==> src/rtl/dht11_scheduler_pkg.sv <==
// DHT11 scheduler shared types: FSM state encoding, data range limits
// and the 8-bit saturating increment used by the error counter.
package dht11_scheduler_pkg;

    typedef enum logic [2:0] {
        BOOT,
        IDLE,
        REQ,
        WAIT,
        HOLDOFF
    } state_t;

    localparam logic [7:0] RH_MAX = 8'd100;
    localparam logic [7:0] T_MAX  = 8'd60;
    localparam logic [7:0] SAT8   = 8'd255;

    function automatic logic [7:0] sat_inc8(input logic [7:0] v);
        return (v == SAT8) ? v : v + 8'd1;
    endfunction

endpackage

==> src/rtl/dht11_sched_ms_tick.sv <==
// One-cycle 1 ms tick generator derived from the system clock rate.
// Counter and tick are cleared by a synchronous active-high reset.
module dht11_sched_ms_tick #(
    parameter int unsigned CLK_HZ = 100_000_000
) (
    input  logic i_clk,
    input  logic i_rst,
    output logic o_tick
);

    localparam int unsigned DIV = (CLK_HZ / 1000 > 0) ? CLK_HZ / 1000 : 1;
    localparam int          W   = (DIV > 1) ? $clog2(DIV) : 1;
    localparam logic [W-1:0] LAST = W'(DIV - 1);

    logic [W-1:0] r_cnt;
    logic         r_tick;

    always_ff @(posedge i_clk) begin
        if (i_rst) begin
            r_cnt  <= '0;
            r_tick <= 1'b0;
        end else if (r_cnt == LAST) begin
            r_cnt  <= '0;
            r_tick <= 1'b1;
        end else begin
            r_cnt  <= r_cnt + W'(1);
            r_tick <= 1'b0;
        end
    end

    assign o_tick = r_tick;

endmodule

==> src/rtl/dht11_scheduler.sv <==
// DHT11 measurement scheduler: boot settle, periodic/manual starts, timeout,
// retry with holdoff and sticky fault. DHT11_SCHED_HYST_EN adds a fan output.
module dht11_scheduler
    import dht11_scheduler_pkg::*;
#(
    parameter int unsigned CLK_HZ     = 100_000_000,
    parameter int unsigned BOOT_MS    = 1000,
    parameter int unsigned PERIOD_MS  = 2000,
    parameter int unsigned TIMEOUT_MS = 30,
    parameter int unsigned MAX_RETRY  = 3
) (
    input  logic       clk,
    input  logic       rst,
    input  logic       enable,
    input  logic       trigger,
    output logic       sensor_start,
    input  logic       sensor_done,
    input  logic [7:0] sensor_rh,
    input  logic [7:0] sensor_t,
    output logic [7:0] rh_out,
    output logic [7:0] t_out,
    output logic       data_valid,
    output logic       busy,
    output logic       fault,
    output logic [7:0] err_cnt
`ifdef DHT11_SCHED_HYST_EN
    ,
    input  logic [7:0] t_on,
    input  logic [7:0] t_off,
    output logic       fan_on
`endif
);

    localparam logic [15:0] BOOT_LAST = 16'(BOOT_MS - 1);
    localparam logic [15:0] PERIOD    = 16'(PERIOD_MS);
    localparam logic [15:0] TO_LAST   = 16'(TIMEOUT_MS - 1);
    localparam logic [3:0]  RETRY_MAX = 4'(MAX_RETRY);

    state_t      r_state, w_state_nxt;
    logic [15:0] r_cnt, w_cnt_nxt;
    logic [15:0] r_to, w_to_nxt;
    logic [3:0]  r_retry, w_retry_nxt;
    logic        r_pend, w_pend_nxt;
    logic        r_valid, w_valid_nxt;
    logic [7:0]  r_rh, w_rh_nxt;
    logic [7:0]  r_t, w_t_nxt;
    logic        r_fault, w_fault_nxt;
    logic [7:0]  r_err, w_err_nxt;
    logic        w_tick;
    logic        w_accept;
    logic        w_fail;
    logic [3:0]  w_retry_inc;
`ifdef DHT11_SCHED_HYST_EN
    logic        r_fan, w_fan_nxt;
`endif

    dht11_sched_ms_tick #(
        .CLK_HZ (CLK_HZ)
    ) u_tick (
        .i_clk  (clk),
        .i_rst  (rst),
        .o_tick (w_tick)
    );

    assign w_retry_inc = r_retry + 4'd1;

    always_comb begin
        w_state_nxt = r_state;
        w_cnt_nxt   = r_cnt;
        w_to_nxt    = r_to;
        w_retry_nxt = r_retry;
        w_pend_nxt  = r_pend;
        w_valid_nxt = 1'b0;
        w_rh_nxt    = r_rh;
        w_t_nxt     = r_t;
        w_fault_nxt = r_fault;
        w_err_nxt   = r_err;
        w_accept    = 1'b0;
        w_fail      = 1'b0;
`ifdef DHT11_SCHED_HYST_EN
        w_fan_nxt   = r_fan;
`endif
        if (trigger && !(r_state == IDLE && enable))
            w_pend_nxt = 1'b1;

        unique case (r_state)
            BOOT: if (w_tick) begin
                if (r_cnt == BOOT_LAST) begin
                    // first reading is due as soon as the sensor has settled
                    w_state_nxt = IDLE;
                    w_cnt_nxt   = PERIOD;
                    w_pend_nxt  = 1'b1;
                end else begin
                    w_cnt_nxt = r_cnt + 16'd1;
                end
            end
            IDLE: begin
                if (w_tick && r_cnt != 16'd0)
                    w_cnt_nxt = r_cnt - 16'd1;
                if (enable && (r_pend || trigger || r_cnt == 16'd0 ||
                               (w_tick && r_cnt == 16'd1)))
                    w_state_nxt = REQ;
            end
            REQ: begin
                w_to_nxt    = 16'd0;
                w_state_nxt = WAIT;
            end
            WAIT: begin
                if (sensor_done) begin
                    if (sensor_rh <= RH_MAX && sensor_t <= T_MAX)
                        w_accept = 1'b1;
                    else
                        w_fail = 1'b1;
                end else if (w_tick) begin
                    if (r_to == TO_LAST)
                        w_fail = 1'b1;
                    else
                        w_to_nxt = r_to + 16'd1;
                end
            end
            HOLDOFF: if (w_tick) begin
                if (r_cnt <= 16'd1) begin
                    if (enable) begin
                        w_state_nxt = REQ;
                    end else begin
                        w_state_nxt = IDLE;
                        w_cnt_nxt   = PERIOD;
                        w_retry_nxt = 4'd0;
                    end
                end else begin
                    w_cnt_nxt = r_cnt - 16'd1;
                end
            end
            default: w_state_nxt = BOOT;
        endcase

        if (w_accept) begin
            w_rh_nxt    = sensor_rh;
            w_t_nxt     = sensor_t;
            w_valid_nxt = 1'b1;
            w_retry_nxt = 4'd0;
            w_fault_nxt = 1'b0;
            w_cnt_nxt   = PERIOD;
            w_state_nxt = IDLE;
`ifdef DHT11_SCHED_HYST_EN
            if (sensor_t >= t_on)
                w_fan_nxt = 1'b1;
            else if (sensor_t <= t_off)
                w_fan_nxt = 1'b0;
`endif
        end

        if (w_fail) begin
            w_err_nxt = sat_inc8(r_err);
            w_cnt_nxt = PERIOD;
            if (w_retry_inc > RETRY_MAX) begin
                w_fault_nxt = 1'b1;
                w_retry_nxt = 4'd0;
                w_state_nxt = IDLE;
            end else begin
                w_retry_nxt = w_retry_inc;
                w_state_nxt = HOLDOFF;
            end
        end

        if (w_state_nxt == REQ)
            w_pend_nxt = 1'b0;
    end

    always_ff @(posedge clk) begin
        if (rst) begin
            r_state <= BOOT;
            r_cnt   <= '0;
            r_to    <= '0;
            r_retry <= '0;
            r_pend  <= 1'b0;
            r_valid <= 1'b0;
            r_rh    <= '0;
            r_t     <= '0;
            r_fault <= 1'b0;
            r_err   <= '0;
`ifdef DHT11_SCHED_HYST_EN
            r_fan   <= 1'b0;
`endif
        end else begin
            r_state <= w_state_nxt;
            r_cnt   <= w_cnt_nxt;
            r_to    <= w_to_nxt;
            r_retry <= w_retry_nxt;
            r_pend  <= w_pend_nxt;
            r_valid <= w_valid_nxt;
            r_rh    <= w_rh_nxt;
            r_t     <= w_t_nxt;
            r_fault <= w_fault_nxt;
            r_err   <= w_err_nxt;
`ifdef DHT11_SCHED_HYST_EN
            r_fan   <= w_fan_nxt;
`endif
        end
    end

    assign sensor_start = (r_state == REQ);
    assign busy         = (r_state != IDLE);
    assign data_valid   = r_valid;
    assign rh_out       = r_rh;
    assign t_out        = r_t;
    assign fault        = r_fault;
    assign err_cnt      = r_err;
`ifdef DHT11_SCHED_HYST_EN
    assign fan_on       = r_fan;
`endif

endmodule
==> config.mk <==
export PLATFORM = sky130hd
export DESIGN_NAME = dht11_scheduler
export DESIGN_NICKNAME = d
export VERILOG_FILES = /design/src/rtl/dht11_scheduler_pkg.sv /design/src/rtl/dht11_sched_ms_tick.sv /design/src/rtl/dht11_scheduler.sv
export SDC_FILE = /design/constraint.sdc
export NUM_CORES = 1
export LEC_CHECK = 0
export CAP_MARGIN = 40
export CORE_MARGIN = 3
export CORE_UTILIZATION = 45
export CTS_CLUSTER_SIZE = 10
export DETAILED_ROUTE_END_ITERATION = 6
export PLACE_DENSITY = 0.66
export SYNTH_ARGS = -nofsm -noshare
export SYNTH_HDL_FRONTEND = slang
export SYNTH_SLANG_ARGS = --single-unit
==> constraint.sdc <==
create_clock -name clk -period 4.3 [get_ports clk]
set_input_delay 0.86 -clock clk [delete_from_list [all_inputs] [get_ports clk]]
set_output_delay 0.86 -clock clk [all_outputs]
set_load 0.005 [all_outputs]
======== Yosys cells after proc, flatten, opt, wreduce, memory -nomap -nowiden ========
Index checks and enable logic that the tools add are counted.
word-level totals
  flip-flop bits (word level) ............. 84
  input port bits ......................... 21
  output and inout bits ................... 28
  logic and storage cells ................. 121
operators by class
  reduce and logical (&&, ||, !) cells .... 27
  mux-type cells .......................... 47
  equal/unequal tests ..................... 23
  magnitude comparators ................... 4
  bitwise logic cells ..................... 1
  add/sub/neg operators ................... 6
operators by type and width
  kind                     number
  $mux W16                 9
  $pmux W16 S3             1
  $add A16 B1 Y16 const B  2
  $pmux W16 S2             1
  $mux W4                  7
  $mux W3                  8
  $mux W11                 2
  $add A17 B1 Y17 const B  1
  $eq A17 B17 Y1 const B   1
  $mux W1                  17
  $eq A16 B1 Y1 const B    1
  $eq A16 B10 Y1 const B   1
  $eq A16 B5 Y1 const B    1
  $le A16 B1 Y1 const B    1
  $logic_not A16 Y1        1
  $reduce_bool A16 Y1      1
  $sub A16 B1 Y16 const B  1
  $pmux W3 S5              1
  $ne A4 B3 Y1 const B     3
  $reduce_bool A3 Y1       4
  $reduce_and A5 Y1        2
  $eq A3 B2 Y1 const B     3
  $add A8 B1 Y8 const B    1
  $eq A8 B8 Y1 const B     1
  other kinds (23)         37

======== Logic depth before layout (Yosys ltp) ========
  depth after elaboration ................. 10
  mapped depth ............................ 9
  gate-level depth less buffers ........... 8

======== Modules after synthesis ========
Synthesis repeated with hierarchy kept, for this count alone.
second synthesis, totals
  cells, all modules ...................... 552
  area, all modules ....................... 4,643.2 µm²
by module, submodules not included
  module               area an instance (µm²)  seq. area each (µm²)  times used  cells each
  dht11_scheduler      3,781.1                 1,321.3               1           464
  dht11_sched_ms_tick  862.1                   360.3                 1           88

======== Least setup slack after synthesis ========
OpenSTA, ideal clock, no wires.
  kind .................................... input-to-reg
  start point ............................. in sensor_t[7]
  end point ............................... reg r_rh[0] (netlist: rh_out[0])
  stages on the path ...................... 8
  path slack .............................. 1,843 ps
  arrival time ............................ 2,329 ps
  setup time .............................. 128 ps
  required time ........................... 4,172 ps
  path buffers ............................ 2
  cells stage by stage .................... nor4b_1 o21ai_0 a31oi_2 and3_1 buf_4 buf_4 mux2i_1 nor2_1
on the way
  cells in the longest elaborated chain, start to end .. 5
RTL lines
  what                  line                    RTL
  from (decl)           dht11_scheduler.sv:19   input logic [7:0] sensor_t,
  $le A8 B6 Y1          dht11_scheduler.sv:110  if (sensor_rh <= RH_MAX && sensor_t <= T_MAX)
  $logic_and A1 B1 Y1   dht11_scheduler.sv:110
  $mux W1               dht11_scheduler.sv:110
  $mux W1               dht11_scheduler.sv:109  if (sensor_done) begin
  $mux W1               dht11_scheduler.sv:86   unique case (r_state)
  to (signal assigned)  dht11_scheduler.sv:192  r_rh <= w_rh_nxt;
  to (decl)             dht11_scheduler.sv:45   logic [7:0] r_rh, w_rh_nxt;
Every way passes these cells.
A chain may end at the register's enable or synchronous reset.

======== Worst setup path after layout ========
  start point ............................. in sensor_done
  end point ............................... reg r_t[0] (netlist: t_out[0])
on the way
  cells in the longest elaborated chain, start to end .. 2
RTL lines
  what                  line                    RTL
  from (decl)           dht11_scheduler.sv:17   input logic sensor_done,
  $mux W1               dht11_scheduler.sv:109
  $mux W1               dht11_scheduler.sv:86
  to (signal assigned)  dht11_scheduler.sv:193  r_t <= w_t_nxt;
  to (decl)             dht11_scheduler.sv:46   logic [7:0] r_t, w_t_nxt;
Every way passes these cells.

==> out/metrics.cfg <==
[layout]
seqCellArea_sq_um = 1680
fillers = 889
fin_area_sq_um = 5170
syn2layout_area_growth_pct = 16.4
multi_input_area_sq_um = 2560
num_antenna_cells = 0
final_common_cell = dfxtp_1
drive_gt1_share_pct = 6.33
final_cell_mix = 84 x dfxtp_1, 81 x nor2_1, 48 x clkdlybuf4s50_1
fin_nets = 594

[cts]
root_buffer = clkbuf_8
cts_max_path_buffers = 2
cts_tree = done
ctsHoldBuffers = 0
clk_pin_slew_ns = 0.08
clock_latency_ns = 0.35
cts_inserted_buffers = 9
cts_setup_buffers = 0
clock-sinks = 84
ctsResizeCount = 0
h-tree-depth = 3

[logic_synthesis]
seq_area_frac_synth_pct = 37.9
yosysUniqueCellTypes = 65
yosys_warnings = 0
synth_nets = 560
mappedNetlistArea_sq_um = 4440
synth-edff-count = 0
syn_inst = 530
synth_flop_cell = dfxtp_1
syn_avg_cell_area_sq_um = 8.38
postSynth.asyncResetShare_pct = 0
synth-seq-cells = 84

[place]
gp_congestion = 0.888
place_hpwl_mm = 7.26
port_buffers = 48
placed_cell_area_sq_um = 4970

[sta]
fin_crit_sh_pct = 72.9
achievable-frequency_ghz = 0.319
rsz0062_at_grt = false
setup_tns_ns = 0
tightest_slew_ns = 0.872
fin_skew_ns = 0.0122
slew_headroom_pct = 41.9
drv_slew = 0
finalCriticalPeriod_ns = 3.13
hold_viol = 0
setup_violations = 0

[route]
vias = 3959
drc = 0
routed_via_density = 5.67
detail-route-antenna-nets = 0
dr.pass1.iters = 5
avgRoutedWirePerCell_microns = 14.9
dr.first_iter.drc_count = 202
drt_wl_total_mm = 10.4

[floorplan]
die_w_microns = 105
die-area_sq_um = 11100
initial_core_util_pct = 47.1
rows = 35
die_h_microns = 105
ios = 49
core_sq_um = 9420

[run]
maxCapViolCount = 0

[min_path]
hold_path_class = flip-flop to flip-flop

[setup_path]
critPathMaxFanout = 17
end_kind = flip-flop
cp.required_ns = 4.52
worstPathArrival_ns = 3.35
cp-start-kind = input pin
path_class = input pin to flip-flop

[global_routing]
grt-ovfl-total = 0
grt_usage_pct = 18.9
grt_pass1_vias = 3720
antenna_found_initial = 0
grt_max_degree = 36
grt_pass1_wl_mm = 17.8

[power]
ir_drop_mv = 0.150
p_total_mw = 1.41
p_per_area_nw_per_um2 = 274
p_leak_nw = 1.71

[run_status]
status = finished clean

critical path, cell delays in order:
cell             delay (ns)
clkdlybuf4s50_1        0.52
nor4b_1                0.22
o21ai_0                0.18
a31oi_2                0.42
and3_1                 0.81
mux2i_1                0.28
nor2_1                 0.06
area by class of cell:
| class | instances | area share, % |
|---|---|---|
| clock inverters | 5 | 1.16 |
| clock buffers | 11 | 2.74 |
| repair buffers | 51 | 9.73 |
| inverters | 15 | 1.09 |
| multi-input cells | 403 | 49.6 |
| flip-flops and latches | 84 | 32.5 |
| well taps | 129 | 3.12 |
kinds of logic (layout without fill, tap and decap cells):
group	Yosys count	in the layout	share of synthesized area, %
buf+inv	43	82	4.34
simple gates	247	247	29.7
compound gates	98	98	15.5
mux	14	14	3.16
xor+xnor	35	35	6.91
flops	84	84	37.9
fa+ha+maj	9	9	2.54
worst paths after layout:
check / startpoint / end / slack, ns / cells past startpoint
max: sensor_done / t_out[0] / 1.17 / 7
min: t_out[6] / t_out[6] / 0.48 / 1
max reg2reg: r_cnt[0] / r_cnt[9] / 1.57 / 7
min reg2reg: t_out[6] / t_out[6] / 0.48 / 1
metrics by stage:
step / hold slack, ns / utilization (%) / std cells / setup slack, ns
2_1_floorplan: 0.430 / - / 530 / 1.84
3_3_place_gp: 0.444 / 52.7 / 681 / 0.889
3_5_place_dp: 0.469 / 52.8 / 682 / 0.777
4_1_cts: 0.481 / 54.9 / 698 / 1.15
5_1_grt: 0.494 / 54.9 / 698 / 0.951
6_report: 0.477 / 54.9 / 698 / 1.17
cell usage after synthesis, types with 12 or more instances:
master / number / area [sq um]
xnor2_1: 23 / 201
nand4_1: 12 / 75.1
inv_1: 15 / 56.3
nor4_1: 15 / 93.8
o21ai_0: 16 / 80.1
dfxtp_1: 84 / 1680
xor2_1: 12 / 105
nand3_1: 22 / 110
a21oi_1: 23 / 115
nor3_1: 16 / 80.1
nand2_1: 37 / 139
mux2i_1: 14 / 140
nor2_1: 81 / 304
clkbuf_1: 14 / 52.6
state kept, by name (all words and copies together), names as in the netlist:
register	count
r_retry	4
t_out	8
r_to	16
rh_out	8
err_cnt	8
r_cnt	16
r_state	3
u_tick.r_cnt	17
data_valid	1
fault	1
u_tick.o_tick	1
r_pend	1
metal layers:
| metal | up-vias | part of all wire [%] | GRT usage, % |
|---|---|---|---|
| met5 | - | 0 | 0 |
| met3 | 10 | 4.9 | 3.98 |
| li1 | 1987 | - | - |
| met4 | 0 | 1.0 | 4.22 |
| met2 | 79 | 46 | 31.2 |
| met1 | 1883 | 48 | 25.4 |
power breakdown:
group | switching (mW) | internal [mW] | total [mW]
sequential | 0.00270 | 0.780 | 0.783
clock | 0.297 | 0.287 | 0.585
combinational | 0.0245 | 0.0227 | 0.0472
total | 0.325 | 1.09 | 1.41
No activity file was read; power rests on OpenSTA's default activity.
